### src/rtl/fetch_queue_if.sv
// fetch_queue_if: ROM fetch handshake, redirect/stall controls and the
// decode-side head outputs of the instruction fetch queue.
// master = fetch queue, slave = ROM / pipeline environment.
interface fetch_queue_if #(
    parameter int ADDR_WIDTH = 32,
    parameter int INST_WIDTH = 32,
    parameter int DEPTH      = 4
);
    localparam int CNT_W = $clog2(DEPTH + 1);

    logic                  o_chipEnable;
    logic [ADDR_WIDTH-1:0] o_romAddr;
    logic                  i_romAck;
    logic [INST_WIDTH-1:0] i_romInst;
    logic                  i_redirect;
    logic [ADDR_WIDTH-1:0] i_redirectPc;
    logic                  i_stall;
    logic                  o_valid;
    logic [ADDR_WIDTH-1:0] o_pc;
    logic [INST_WIDTH-1:0] o_inst;
    logic [CNT_W-1:0]      o_count;

    modport master (
        output o_chipEnable, o_romAddr, o_valid, o_pc, o_inst, o_count,
        input  i_romAck, i_romInst, i_redirect, i_redirectPc, i_stall
    );

    modport slave (
        input  o_chipEnable, o_romAddr, o_valid, o_pc, o_inst, o_count,
        output i_romAck, i_romInst, i_redirect, i_redirectPc, i_stall
    );
endinterface

### src/rtl/fetch_queue.sv
// fetch_queue: sequential-PC instruction fetch front end with a DEPTH-entry
// {pc, inst} queue toward decode. Redirect flushes the queue and restarts
// fetch at the target. Optional feature macro: FETCH_BYPASS_EN (when defined,
// a fetch into an empty queue is presented to decode in the same cycle).
module fetch_queue #(
    parameter int                   ADDR_WIDTH = 32,
    parameter int                   INST_WIDTH = 32,
    parameter int                   DEPTH      = 4,
    parameter logic [ADDR_WIDTH-1:0] RESET_PC  = '0,
    parameter int                   PC_STEP    = 4
) (
    input  logic            clk,
    input  logic            rst,
    fetch_queue_if.master   bus
);
    localparam int PTR_W = $clog2(DEPTH);
    localparam int CNT_W = $clog2(DEPTH + 1);

    logic [ADDR_WIDTH-1:0] fpc_r;
    logic [ADDR_WIDTH-1:0] fpc_nxt_s;
    logic [PTR_W-1:0]      rd_ptr_r;
    logic [PTR_W-1:0]      rd_ptr_nxt_s;
    logic [PTR_W-1:0]      wr_ptr_r;
    logic [PTR_W-1:0]      wr_ptr_nxt_s;
    logic [CNT_W-1:0]      count_r;
    logic [CNT_W-1:0]      count_nxt_s;
    logic [CNT_W-1:0]      remain_s;
    logic [ADDR_WIDTH-1:0] head_pc_r;
    logic [ADDR_WIDTH-1:0] head_pc_nxt_s;
    logic [INST_WIDTH-1:0] head_inst_r;
    logic [INST_WIDTH-1:0] head_inst_nxt_s;
    logic [ADDR_WIDTH-1:0] mem_pc_r   [DEPTH];
    logic [INST_WIDTH-1:0] mem_inst_r [DEPTH];

    logic ce_s;
    logic fire_s;
    logic byp_s;
    logic push_s;
    logic q_pop_s;
    logic valid_s;

    // Handshake decode: request enable, fire, bypass, push and queue pop.
    always_comb begin
        ce_s    = rst & (count_r < CNT_W'(DEPTH)) & ~bus.i_redirect;
        fire_s  = ce_s & bus.i_romAck;
`ifdef FETCH_BYPASS_EN
        byp_s   = fire_s & (count_r == '0);
`else
        byp_s   = 1'b0;
`endif
        valid_s = (count_r != '0) | byp_s;
        // A bypassed word consumed directly by decode is never stored.
        push_s  = fire_s & ~(byp_s & ~bus.i_stall);
        q_pop_s = (count_r != '0) & ~bus.i_stall & ~bus.i_redirect;
    end

    // Next-state for fetch PC, pointers, occupancy and registered head.
    always_comb begin
        fpc_nxt_s       = fpc_r;
        rd_ptr_nxt_s    = rd_ptr_r;
        wr_ptr_nxt_s    = wr_ptr_r;
        count_nxt_s     = count_r;
        head_pc_nxt_s   = head_pc_r;
        head_inst_nxt_s = head_inst_r;
        remain_s        = count_r - {{(CNT_W-1){1'b0}}, q_pop_s};
        if (bus.i_redirect) begin
            fpc_nxt_s    = bus.i_redirectPc;
            rd_ptr_nxt_s = '0;
            wr_ptr_nxt_s = '0;
            count_nxt_s  = '0;
        end else begin
            if (fire_s) begin
                fpc_nxt_s = fpc_r + ADDR_WIDTH'(PC_STEP);
            end else begin
                fpc_nxt_s = fpc_r;
            end
            if (push_s) begin
                wr_ptr_nxt_s = wr_ptr_r + PTR_W'(1);
            end else begin
                wr_ptr_nxt_s = wr_ptr_r;
            end
            if (q_pop_s) begin
                rd_ptr_nxt_s = rd_ptr_r + PTR_W'(1);
            end else begin
                rd_ptr_nxt_s = rd_ptr_r;
            end
            count_nxt_s = remain_s + {{(CNT_W-1){1'b0}}, push_s};
            // Head register tracks the entry that will sit at the read pointer;
            // when everything older is gone, it is the word being pushed now.
            if (count_nxt_s == '0) begin
                head_pc_nxt_s   = head_pc_r;
                head_inst_nxt_s = head_inst_r;
            end else if (remain_s == '0) begin
                head_pc_nxt_s   = fpc_r;
                head_inst_nxt_s = bus.i_romInst;
            end else begin
                head_pc_nxt_s   = mem_pc_r[rd_ptr_nxt_s];
                head_inst_nxt_s = mem_inst_r[rd_ptr_nxt_s];
            end
        end
    end

    // Control state and head registers with asynchronous reset.
    always_ff @(posedge clk or negedge rst) begin
        if (!rst) begin
            fpc_r       <= RESET_PC;
            rd_ptr_r    <= '0;
            wr_ptr_r    <= '0;
            count_r     <= '0;
            head_pc_r   <= '0;
            head_inst_r <= '0;
        end else begin
            fpc_r       <= fpc_nxt_s;
            rd_ptr_r    <= rd_ptr_nxt_s;
            wr_ptr_r    <= wr_ptr_nxt_s;
            count_r     <= count_nxt_s;
            head_pc_r   <= head_pc_nxt_s;
            head_inst_r <= head_inst_nxt_s;
        end
    end

    // Queue storage write; contents are intentionally not reset.
    always_ff @(posedge clk) begin
        if (push_s) begin
            mem_pc_r[wr_ptr_r]   <= fpc_r;
            mem_inst_r[wr_ptr_r] <= bus.i_romInst;
        end
    end

    // Output drive; bypass presents the in-flight word when the queue is empty.
    always_comb begin
        bus.o_chipEnable = ce_s;
        bus.o_romAddr    = fpc_r;
        bus.o_count      = count_r;
        bus.o_valid      = valid_s;
        if (byp_s) begin
            bus.o_pc   = fpc_r;
            bus.o_inst = bus.i_romInst;
        end else begin
            bus.o_pc   = head_pc_r;
            bus.o_inst = head_inst_r;
        end
    end
endmodule

### src/flat_wrapper.sv
// flat-port wrapper written by rule: the top's interface ports become plain ports
module fetch_queue_flat 
#(
    parameter int                   ADDR_WIDTH = 32,
    parameter int                   INST_WIDTH = 32,
    parameter int                   DEPTH      = 4,
    parameter logic [ADDR_WIDTH-1:0] RESET_PC  = '0,
    parameter int                   PC_STEP    = 4
)
  (clk, rst, bus_o_chipEnable, bus_o_romAddr, bus_o_valid, bus_o_pc, bus_o_inst, bus_o_count, bus_i_romAck, bus_i_romInst, bus_i_redirect, bus_i_redirectPc, bus_i_stall);
  fetch_queue_if #(.ADDR_WIDTH(ADDR_WIDTH), .INST_WIDTH(INST_WIDTH), .DEPTH(DEPTH)) bus_i ();
  input  logic clk;
  input  logic rst;
  output wire logic [$bits(bus_i.o_chipEnable)-1:0] bus_o_chipEnable;
  output wire logic [$bits(bus_i.o_romAddr)-1:0] bus_o_romAddr;
  output wire logic [$bits(bus_i.o_valid)-1:0] bus_o_valid;
  output wire logic [$bits(bus_i.o_pc)-1:0] bus_o_pc;
  output wire logic [$bits(bus_i.o_inst)-1:0] bus_o_inst;
  output wire logic [$bits(bus_i.o_count)-1:0] bus_o_count;
  input wire logic [$bits(bus_i.i_romAck)-1:0] bus_i_romAck;
  input wire logic [$bits(bus_i.i_romInst)-1:0] bus_i_romInst;
  input wire logic [$bits(bus_i.i_redirect)-1:0] bus_i_redirect;
  input wire logic [$bits(bus_i.i_redirectPc)-1:0] bus_i_redirectPc;
  input wire logic [$bits(bus_i.i_stall)-1:0] bus_i_stall;
  assign bus_o_chipEnable = bus_i.o_chipEnable;
  assign bus_o_romAddr = bus_i.o_romAddr;
  assign bus_o_valid = bus_i.o_valid;
  assign bus_o_pc = bus_i.o_pc;
  assign bus_o_inst = bus_i.o_inst;
  assign bus_o_count = bus_i.o_count;
  assign bus_i.i_romAck = bus_i_romAck;
  assign bus_i.i_romInst = bus_i_romInst;
  assign bus_i.i_redirect = bus_i_redirect;
  assign bus_i.i_redirectPc = bus_i_redirectPc;
  assign bus_i.i_stall = bus_i_stall;
  fetch_queue #(.ADDR_WIDTH(ADDR_WIDTH), .INST_WIDTH(INST_WIDTH), .DEPTH(DEPTH), .RESET_PC(RESET_PC), .PC_STEP(PC_STEP)) u_core (.clk(clk), .rst(rst), .bus(bus_i));
endmodule
### config.mk
export PLATFORM = sky130hd
export DESIGN_NAME = fetch_queue_flat
export DESIGN_NICKNAME = d
export VERILOG_FILES = /design/src/rtl/fetch_queue_if.sv /design/src/rtl/fetch_queue.sv /design/src/flat_wrapper.sv
export SDC_FILE = /design/constraint.sdc
export NUM_CORES = 1
export LEC_CHECK = 0
export ABC_AREA = 0
export CAP_MARGIN = 5
export CORE_ASPECT_RATIO = 0.9
export CORE_MARGIN = 1.5
export CORE_UTILIZATION = 55
export DETAILED_ROUTE_END_ITERATION = 7
export PLACE_DENSITY = 0.78
export SLEW_MARGIN = 10
export SYNTH_ARGS = -nofsm -noshare
export SYNTH_HDL_FRONTEND = slang
export SYNTH_SLANG_ARGS = --single-unit
### constraint.sdc
create_clock -name clk -period 8.6 [get_ports clk]
set_input_delay 1.72 -clock clk [delete_from_list [all_inputs] [get_ports clk]]
set_output_delay 1.72 -clock clk [all_outputs]
set_load 0.03 [all_outputs]
==> impl_metrics.prom, run 1 <==
# TYPE chip_impl_metric gauge
chip_impl_info{name="tritoncts_clock_tree",value="yes"} 1
chip_impl_metric{name="netlist_instances",unit=""} 1311
chip_impl_metric{name="multiInputGateArea",unit="sq um"} 5530
chip_impl_metric{name="grt_util_all_layers",unit=""} 0.269
chip_impl_metric{name="die_height",unit="microns"} 166
chip_impl_metric{name="worstPathMaxFanout",unit=""} 75
chip_impl_metric{name="finalNetCount",unit=""} 1507
chip_impl_metric{name="num_vias",unit=""} 11724
chip_impl_metric{name="timing.critical_path.required",unit="ps"} 9030
chip_impl_metric{name="post_synthesis_cell_area",unit="sq um"} 16200
chip_impl_metric{name="synth_edf_count",unit=""} 256
chip_impl_metric{name="worst_setup_hold_path_clk_slew",unit="ps"} 60
chip_impl_metric{name="finalHoldViolCount",unit=""} 0
chip_impl_metric{name="gp_congestion",unit=""} 0.861
chip_impl_metric{name="synth_top_cell_area_share",unit=""} 0.474
chip_impl_metric{name="final.hold.worst_slack",unit="ps"} 477
chip_impl_metric{name="num_antenna_cells",unit=""} 0
chip_impl_metric{name="final_layout_size_suffix_gt1_frac",unit=""} 0.0605
chip_impl_metric{name="grt_max_degree",unit=""} 104
chip_impl_metric{name="path_buf_inv",unit=""} 5
chip_impl_metric{name="grt_pass1_wl",unit="microns"} 63700
chip_impl_metric{name="relative_slew_slack",unit=""} 0.253
chip_impl_metric{name="worst-slew-pin-transition",unit="ps"} 1120
chip_impl_metric{name="placedInstanceArea",unit="sq um"} 18100
chip_impl_metric{name="max-cap-violations",unit=""} 0
chip_impl_metric{name="worst_reg2reg_setup_slack",unit="ps"} 4420
chip_impl_info{name="critPathTopFamily",value="buffers and inverters"} 1
chip_impl_metric{name="synthDistinctLibCells",unit=""} 47
chip_impl_metric{name="ir_worst_vdd",unit="mV"} 0.155
chip_impl_metric{name="clock_skew",unit="ps"} 14.6
chip_impl_metric{name="post-route-min-period",unit="ps"} 5260
chip_impl_metric{name="power_leakage",unit="nW"} 6.38
chip_impl_metric{name="synth-async-reset-ratio",unit=""} 0.287
chip_impl_metric{name="synth.avg_cell_area",unit="sq um"} 12.4
chip_impl_metric{name="ys.warnings.count",unit=""} 0
chip_impl_info{name="critical_path.slowest_cell",value="a21oi_4"} 1
chip_impl_metric{name="globalRouteOverflowTotal",unit=""} 0
chip_impl_metric{name="dp.final_hpwl",unit="microns"} 22600
chip_impl_info{name="yosys-top-cells-count",value="256 x edfxtp_1, 166 x nand2_1, 139 x o21ai_0, 127 x mux2i_1, 103 x dfrtp_1"} 1
chip_impl_metric{name="input_output_buffers",unit=""} 169
chip_impl_metric{name="cts.sinks",unit=""} 359
chip_impl_metric{name="postCtsSetupRepairBufs",unit=""} 0
chip_impl_metric{name="clock_path_buffers",unit=""} 3
chip_impl_info{name="cts.root.buffer_cell",value="clkbuf_16"} 1
chip_impl_metric{name="powerDensity",unit="nW/um^2"} 277
chip_impl_metric{name="fp.dieW",unit="microns"} 184
chip_impl_metric{name="floorplan.core_area",unit="sq um"} 28900
chip_impl_metric{name="drt-initial-drc-count",unit=""} 1209
chip_impl_metric{name="hold_path_depth",unit=""} 2
chip_impl_metric{name="flow.area_growth_from_synthesis",unit="%"} 19.3
chip_impl_metric{name="worstSkewPairLatency",unit="ps"} 520
chip_impl_metric{name="route.detailed.wl_per_inst",unit="microns"} 22.0
chip_impl_metric{name="avgViaCountPerCell",unit=""} 6.33
chip_impl_metric{name="num-fill-cells",unit=""} 2064
chip_impl_metric{name="totalWireLength",unit="microns"} 40800
chip_impl_metric{name="floorplan.initialDensity",unit=""} 0.561
chip_impl_metric{name="cts-buffers-inserted",unit=""} 37
chip_impl_metric{name="fmax",unit="MHz"} 190
chip_impl_metric{name="finalInstanceArea",unit="sq um"} 19400
chip_impl_metric{name="mappedNetlistNets",unit=""} 1389
chip_impl_metric{name="post-layout-total-power",unit="mW"} 5.36
chip_impl_info{name="crit_path_end_kind",value="flip-flop"} 1
chip_impl_metric{name="synth-seq-cells",unit=""} 359
chip_impl_metric{name="grt_pass1_vias",unit=""} 11515
chip_impl_info{name="synth_most_common_cell",value="edfxtp_1"} 1
chip_impl_info{name="synth_flop_cell",value="edfxtp_1"} 1
chip_impl_metric{name="totalNegativeSetupSlack",unit="ps"} 0
chip_impl_info{name="rsz0062_at_grt",value="no"} 1
chip_impl_info{name="crit_type",value="input pin to flip-flop"} 1
chip_impl_info{name="status",value="finished, final reports clean"} 1
chip_impl_metric{name="period_utilization",unit=""} 0.611
chip_impl_metric{name="finalSetupViolations",unit=""} 0
chip_impl_info{name="synth_area_leader",value="edfxtp_1"} 1
chip_impl_metric{name="cp.arrival",unit="ps"} 5680
chip_impl_metric{name="cts.repair.resized",unit=""} 0
chip_impl_metric{name="design.die.area",unit="sq um"} 30600
chip_impl_metric{name="max_stage_delay",unit="ps"} 770
chip_impl_metric{name="firstDrtPassIters",unit=""} 8
chip_impl_metric{name="reg2regPathDepth",unit=""} 12
chip_impl_metric{name="grt_antenna_before_repair",unit=""} 0
chip_impl_metric{name="cp.depth",unit=""} 14
chip_impl_info{name="path_cells",value="buf_2 -> buf_4 -> nor2_1 -> nand2_4 -> inv_4 -> ha_1 -> ha_1 -> inv_1 -> ha_1 -> xor2_1 -> a21oi_4 -> buf_4 -> o21ai_0 -> o21ai_0"} 1
chip_impl_metric{name="post-route-util",unit=""} 0.669
chip_impl_metric{name="synth-seq-area-share",unit=""} 0.632
chip_impl_metric{name="timing_max_transition_violations_final",unit=""} 0
chip_impl_metric{name="holdBufCountCts",unit=""} 0
chip_impl_metric{name="detail-route-antenna-nets",unit=""} 0
chip_impl_metric{name="drc_errors",unit=""} 0
chip_impl_info{name="path_common_cell",value="ha_1"} 1
chip_impl_metric{name="io_pins",unit=""} 170
chip_impl_info{name="hold_path_class",value="flip-flop to flip-flop"} 1
chip_impl_metric{name="fp-row-count",unit=""} 59
chip_impl_metric{name="ctsHtreeMaxLevel",unit=""} 2
chip_impl_info{name="startpoint_type",value="input pin"} 1
chip_impl_metric{name="layout.area.seq",unit="sq um"} 10300
chip_impl_info{name="synth_area_leaders",value="edfxtp_1 47%, dfrtp_1 16%, mux2i_1 7.8%"} 1
[power by group]
group | internal, mW | switching (mW)
Clock | 1.01 | 0.638
Sequential | 2.06 | 0.186
Combinational | 0.535 | 0.928
[per-stage QoR]
step,worst slack [ps],std cells
floorplan,4040,1311
global placement,3110,1786
detailed placement,2910,1786
CTS,3370,1851
global route,3060,1851
finish,3340,1851
[cells by family after synthesis]
| logic type | after synthesis | synth area share |
|---|---|---|
| AND/OR/NAND/NOR | 318 | 0.0954 |
| XOR/XNOR | 30 | 0.0162 |
| multiplexers | 130 | 0.0804 |
| flip-flops | 359 | 0.632 |
| buffers and inverters | 112 | 0.0292 |
| adder cells (fa/ha/maj) | 9 | 0.00694 |
| AO/OA/AOI/OAI | 353 | 0.140 |
[per-layer routing]
layer,global-route usage,up-vias,share of wire
met4,0.0934,0,0.026
met1,0.367,5794,0.40
met3,0.0491,90,0.089
met5,0,-,0
met2,0.437,627,0.48
li1,-,5213,-
[layout by cell type (no fill, tap or decap), types with 13 or more instances in the layout]
cell type and instances:
a211oi_1 65, nor2_1 18, a311oi_1 62, o21ai_0 139, mux2i_1 127, buf_4 13, xor2_1 19, nand2b_1 63
clkdlybuf4s50_1 167, nand2_1 166, dfrtp_1 101, o22ai_1 63, edfxtp_1 256, o21ai_1 14, clkbuf_16 37
[registers in the layout, indices dropped and copies added (netlist names)]
| signal | cells |
|---|---|
| u_core.rd_ptr_r | 2 |
| u_core.bus.o_pc | 32 |
| u_core.bus.o_inst | 32 |
| u_core.wr_ptr_r | 2 |
| u_core.bus.o_romAddr | 32 |
| u_core.mem_inst_r | 128 |
| u_core.mem_pc_r | 128 |
| u_core.bus.o_count | 3 |
[cell type report]
cell class,count,share of cell area
well taps,396,0.0256
flip-flops and latches,359,0.531
clock inverters,15,0.0114
clock buffers,50,0.0529
repair buffers,181,0.0916
inverters,10,0.00207
multi-input cells,840,0.286
[tightest hold or removal path: cells and delay by family, from the launching register on]
| kind | cells | cell delay, ps |
|---|---|---|
| AOI/OAI and AO/OA | 1 | 60 |
| DFF | 1 | 340 |
| and+or+nand+nor | 1 | 40 |
[worst paths after layout]
kind	startpoint	endpoint
max	bus_i_redirect	u_core.bus.o_inst[6]$_DFFE_PN0P_
min	u_core.bus.o_inst[23]$_DFFE_PN0P_	u_core.bus.o_inst[23]$_DFFE_PN0P_
max reg2reg	u_core.bus.o_count[2]$_DFF_PN0_	u_core.bus.o_inst[6]$_DFFE_PN0P_
min reg2reg	u_core.bus.o_inst[23]$_DFFE_PN0P_	u_core.bus.o_inst[23]$_DFFE_PN0P_
max in group asynchronous	rst	u_core.rd_ptr_r[0]$_DFF_PN0_
min in group asynchronous	rst	u_core.bus.o_inst[23]$_DFFE_PN0P_
(Power assumes the default switching activity.)
==> run 2: changes to the inputs <==
CORE_UTILIZATION = 51   (was 55)
PLACE_DENSITY = 0.76   (was 0.78)
clock period = 4.7 ns   (was 8.6 ns; I/O delays follow)
==> run 2 against run 1 <==
Compared with the run above:
- global-route usage fell by 1.5 points
- critical path type is now input pin to output pin
- setup slack worse by 2100 ps
- die area up 7.7%
- via count barely moved
- cell area grew 1.5%
- largest power group unchanged
- clock power is 90% higher
- non-clock buffer count grew 9
- highest routed layer unchanged
- routed wire length increased by 2.5%
- cell count up 1.5%
- sequential share of layout area is 0.77 points lower
- sequential cell count unchanged
==> impl_metrics.prom, run 2 (synthesis gave the netlist of run 1 again) <==
# TYPE chip_impl_metric gauge
chip_impl_metric{name="design.die.area",unit="sq um"} 32900
chip_impl_metric{name="avgViaCountPerCell",unit=""} 6.24
chip_impl_metric{name="floorplan.core_area",unit="sq um"} 31100
chip_impl_metric{name="drc_errors",unit=""} 0
chip_impl_metric{name="finalNetCount",unit=""} 1517
chip_impl_metric{name="internal_pwr_total",unit="mW"} 6.76
chip_impl_metric{name="final_layout_size_suffix_gt1_frac",unit=""} 0.0694
chip_impl_info{name="layout_commonest_cell",value="edfxtp_1"} 1
chip_impl_metric{name="switching_power",unit="mW"} 3.24
chip_impl_metric{name="powerDensity",unit="nW/um^2"} 509
chip_impl_info{name="startpoint_type",value="input pin"} 1
chip_impl_metric{name="cp.arrival",unit="ps"} 2490
chip_impl_info{name="crit_type",value="input pin to output pin"} 1
chip_impl_metric{name="die_height",unit="microns"} 172
chip_impl_metric{name="worstPathMaxFanout",unit=""} 23
chip_impl_info{name="reg_top3",value="u_core.mem_inst_r x128, u_core.mem_pc_r x128"} 1
chip_impl_metric{name="cts.repair.resized",unit=""} 0
chip_impl_metric{name="detail-route-antenna-nets",unit=""} 0
chip_impl_info{name="cts.root.buffer_cell",value="clkbuf_16"} 1
chip_impl_metric{name="clock_skew",unit="ps"} 13.1
chip_impl_metric{name="dp.final_hpwl",unit="microns"} 23700
chip_impl_metric{name="drt-initial-drc-count",unit=""} 1014
chip_impl_metric{name="relative_slew_slack",unit=""} 0.265
chip_impl_metric{name="worst-slew-pin-transition",unit="ps"} 1100
chip_impl_metric{name="globalRouteOverflowTotal",unit=""} 0
chip_impl_metric{name="timing_max_transition_violations_final",unit=""} 0
chip_impl_info{name="crit_path_end_kind",value="output pin"} 1
chip_impl_info{name="hold_path_class",value="input pin to async pin"} 1
chip_impl_metric{name="fp.dieW",unit="microns"} 191
chip_impl_info{name="timing.critical_path.to",value="bus_o_chipEnable"} 1
chip_impl_metric{name="input_output_buffers",unit=""} 169
chip_impl_metric{name="timing.critical_path.required",unit="ps"} 3760
chip_impl_metric{name="grt_antenna_before_repair",unit=""} 0
chip_impl_metric{name="ctsHtreeMaxLevel",unit=""} 2
chip_impl_metric{name="placement.setup.worst_slack",unit="ps"} 947
chip_impl_metric{name="share_seq_of_total_power",unit=""} 0.410
chip_impl_metric{name="route.detailed.wl_per_inst",unit="microns"} 22.3
chip_impl_metric{name="worst_setup_hold_path_clk_slew",unit="ps"} 60
chip_impl_info{name="rsz0062_at_grt",value="no"} 1
chip_impl_metric{name="power.combinational.fraction",unit=""} 0.277
chip_impl_metric{name="final.hold.worst_slack",unit="ps"} 282
chip_impl_metric{name="gp_congestion",unit=""} 0.797
chip_impl_metric{name="fp-row-count",unit=""} 61
chip_impl_metric{name="fmax",unit="MHz"} 292
chip_impl_metric{name="grt_pass1_wl",unit="microns"} 64200
chip_impl_metric{name="finalSetupViolations",unit=""} 0
chip_impl_info{name="crit_start",value="rst"} 1
chip_impl_metric{name="worstSkewPairLatency",unit="ps"} 520
chip_impl_metric{name="post-route-util",unit=""} 0.631
chip_impl_info{name="layout_common_cells",value="256 x edfxtp_1, 167 x clkdlybuf4s50_1, 166 x nand2_1, 139 x o21ai_0, 127 x mux2i_1"} 1
chip_impl_metric{name="floorplan.initialDensity",unit=""} 0.521
chip_impl_metric{name="io_pins",unit=""} 170
chip_impl_metric{name="clock_power_share",unit=""} 0.313
chip_impl_metric{name="num_antenna_cells",unit=""} 0
chip_impl_metric{name="postCtsSetupRepairBufs",unit=""} 0
chip_impl_metric{name="period_utilization",unit=""} 0.729
chip_impl_metric{name="num_vias",unit=""} 11723
chip_impl_metric{name="grt_pass1_vias",unit=""} 11690
chip_impl_metric{name="fin_ws",unit="ps"} 1270
chip_impl_info{name="reg2reg_to",value="u_core.bus.o_inst[15]$_DFFE_PN0P_"} 1
chip_impl_metric{name="num-fill-cells",unit=""} 2323
chip_impl_metric{name="switching_share_of_power",unit=""} 0.324
chip_impl_metric{name="cts.sinks",unit=""} 359
chip_impl_metric{name="grt_util_all_layers",unit=""} 0.254
chip_impl_metric{name="grt_max_degree",unit=""} 133
chip_impl_metric{name="max-cap-violations",unit=""} 0
chip_impl_metric{name="holdBufCountCts",unit=""} 0
chip_impl_metric{name="cts-buffers-inserted",unit=""} 38
chip_impl_metric{name="power_leakage",unit="nW"} 6.50
chip_impl_metric{name="totalNegativeSetupSlack",unit="ps"} 0
chip_impl_info{name="status",value="finished, final reports clean"} 1
chip_impl_metric{name="ir_worst_vdd",unit="mV"} 0.315
chip_impl_metric{name="firstDrtPassIters",unit=""} 5
chip_impl_metric{name="multiInputGateArea",unit="sq um"} 5530
chip_impl_metric{name="finalHoldViolCount",unit=""} 0
chip_impl_metric{name="clock_path_buffers",unit=""} 3
chip_impl_metric{name="layout.area.seq",unit="sq um"} 10300
chip_impl_metric{name="post-route-min-period",unit="ps"} 3430
chip_impl_metric{name="worst_reg2reg_setup_slack",unit="ps"} 1360
chip_impl_metric{name="flow.area_growth_from_synthesis",unit="%"} 21.0
chip_impl_info{name="tritoncts_clock_tree",value="yes"} 1
chip_impl_info{name="regToRegStartpoint",value="u_core.bus.o_count[2]$_DFF_PN0_"} 1
chip_impl_metric{name="totalWireLength",unit="microns"} 41800
chip_impl_metric{name="reg2regPathDepth",unit=""} 12
chip_impl_metric{name="post-layout-total-power",unit="mW"} 10.0
==> run 2: worst max-delay path: stages <==
cell and delay (ps):
buf_6 230, nor3b_1 520, clkdlybuf4s50_1 780
==> run 2: cell type report <==
cell class,count,area share
Multi-Input combinational cell,840,0.282
Clock buffer,54,0.0573
Tap cell,409,0.0260
Timing Repair Buffer,190,0.0997
Clock inverter,16,0.0104
Inverter,10,0.00204
Sequential cell,359,0.523
==> run 2: worst min path at each step <==
stage | from | to | slack [ps]
global placement | u_core.bus.o_inst[27]$_DFFE_PN0P_ | u_core.bus.o_inst[27]$_DFFE_PN0P_ | 460
CTS | rst | u_core.rd_ptr_r[1]$_DFF_PN0_ | 270
global route | rst | u_core.rd_ptr_r[1]$_DFF_PN0_ | 280
finish | rst | u_core.bus.o_romAddr[31]$_DFFE_PN0N_ | 280
detailed placement | u_core.bus.o_inst[22]$_DFFE_PN0P_ | u_core.bus.o_inst[22]$_DFFE_PN0P_ | 470
floorplan | u_core.wr_ptr_r[1]$_DFFE_PN0N_ | u_core.wr_ptr_r[1]$_DFFE_PN0N_ | 540
==> run 2: metrics by stage <==
step | instances | area [sq um]
2_1_floorplan | 1311 | 16200
3_3_place_gp | 1808 | 18300
3_5_place_dp | 1808 | 18300
4_1_cts | 1878 | 19600
5_1_grt | 1878 | 19600
6_report | 1878 | 19600
==> run 2: power groups by stage <==
stage / clock network, mW / registers [mW] / logic (mW)
global route: 3.29 / 4.14 / 2.98
global placement: 0 / 4.15 / 2.70
detailed placement: 0 / 4.15 / 2.76
CTS: 3.17 / 4.09 / 2.77
floorplan: 0 / 4.62 / 1.02
finish: 3.13 / 4.10 / 2.77
==> run 2: metal layers <==
| metal | part of all wire | track usage | vias to the layer above |
|---|---|---|---|
| li1 | - | - | 5258 |
| met1 | 0.42 | 0.344 | 5863 |
| met2 | 0.48 | 0.423 | 535 |
| met3 | 0.086 | 0.0440 | 67 |
| met4 | 0.021 | 0.0761 | 0 |
| met5 | 0 | 0 | - |
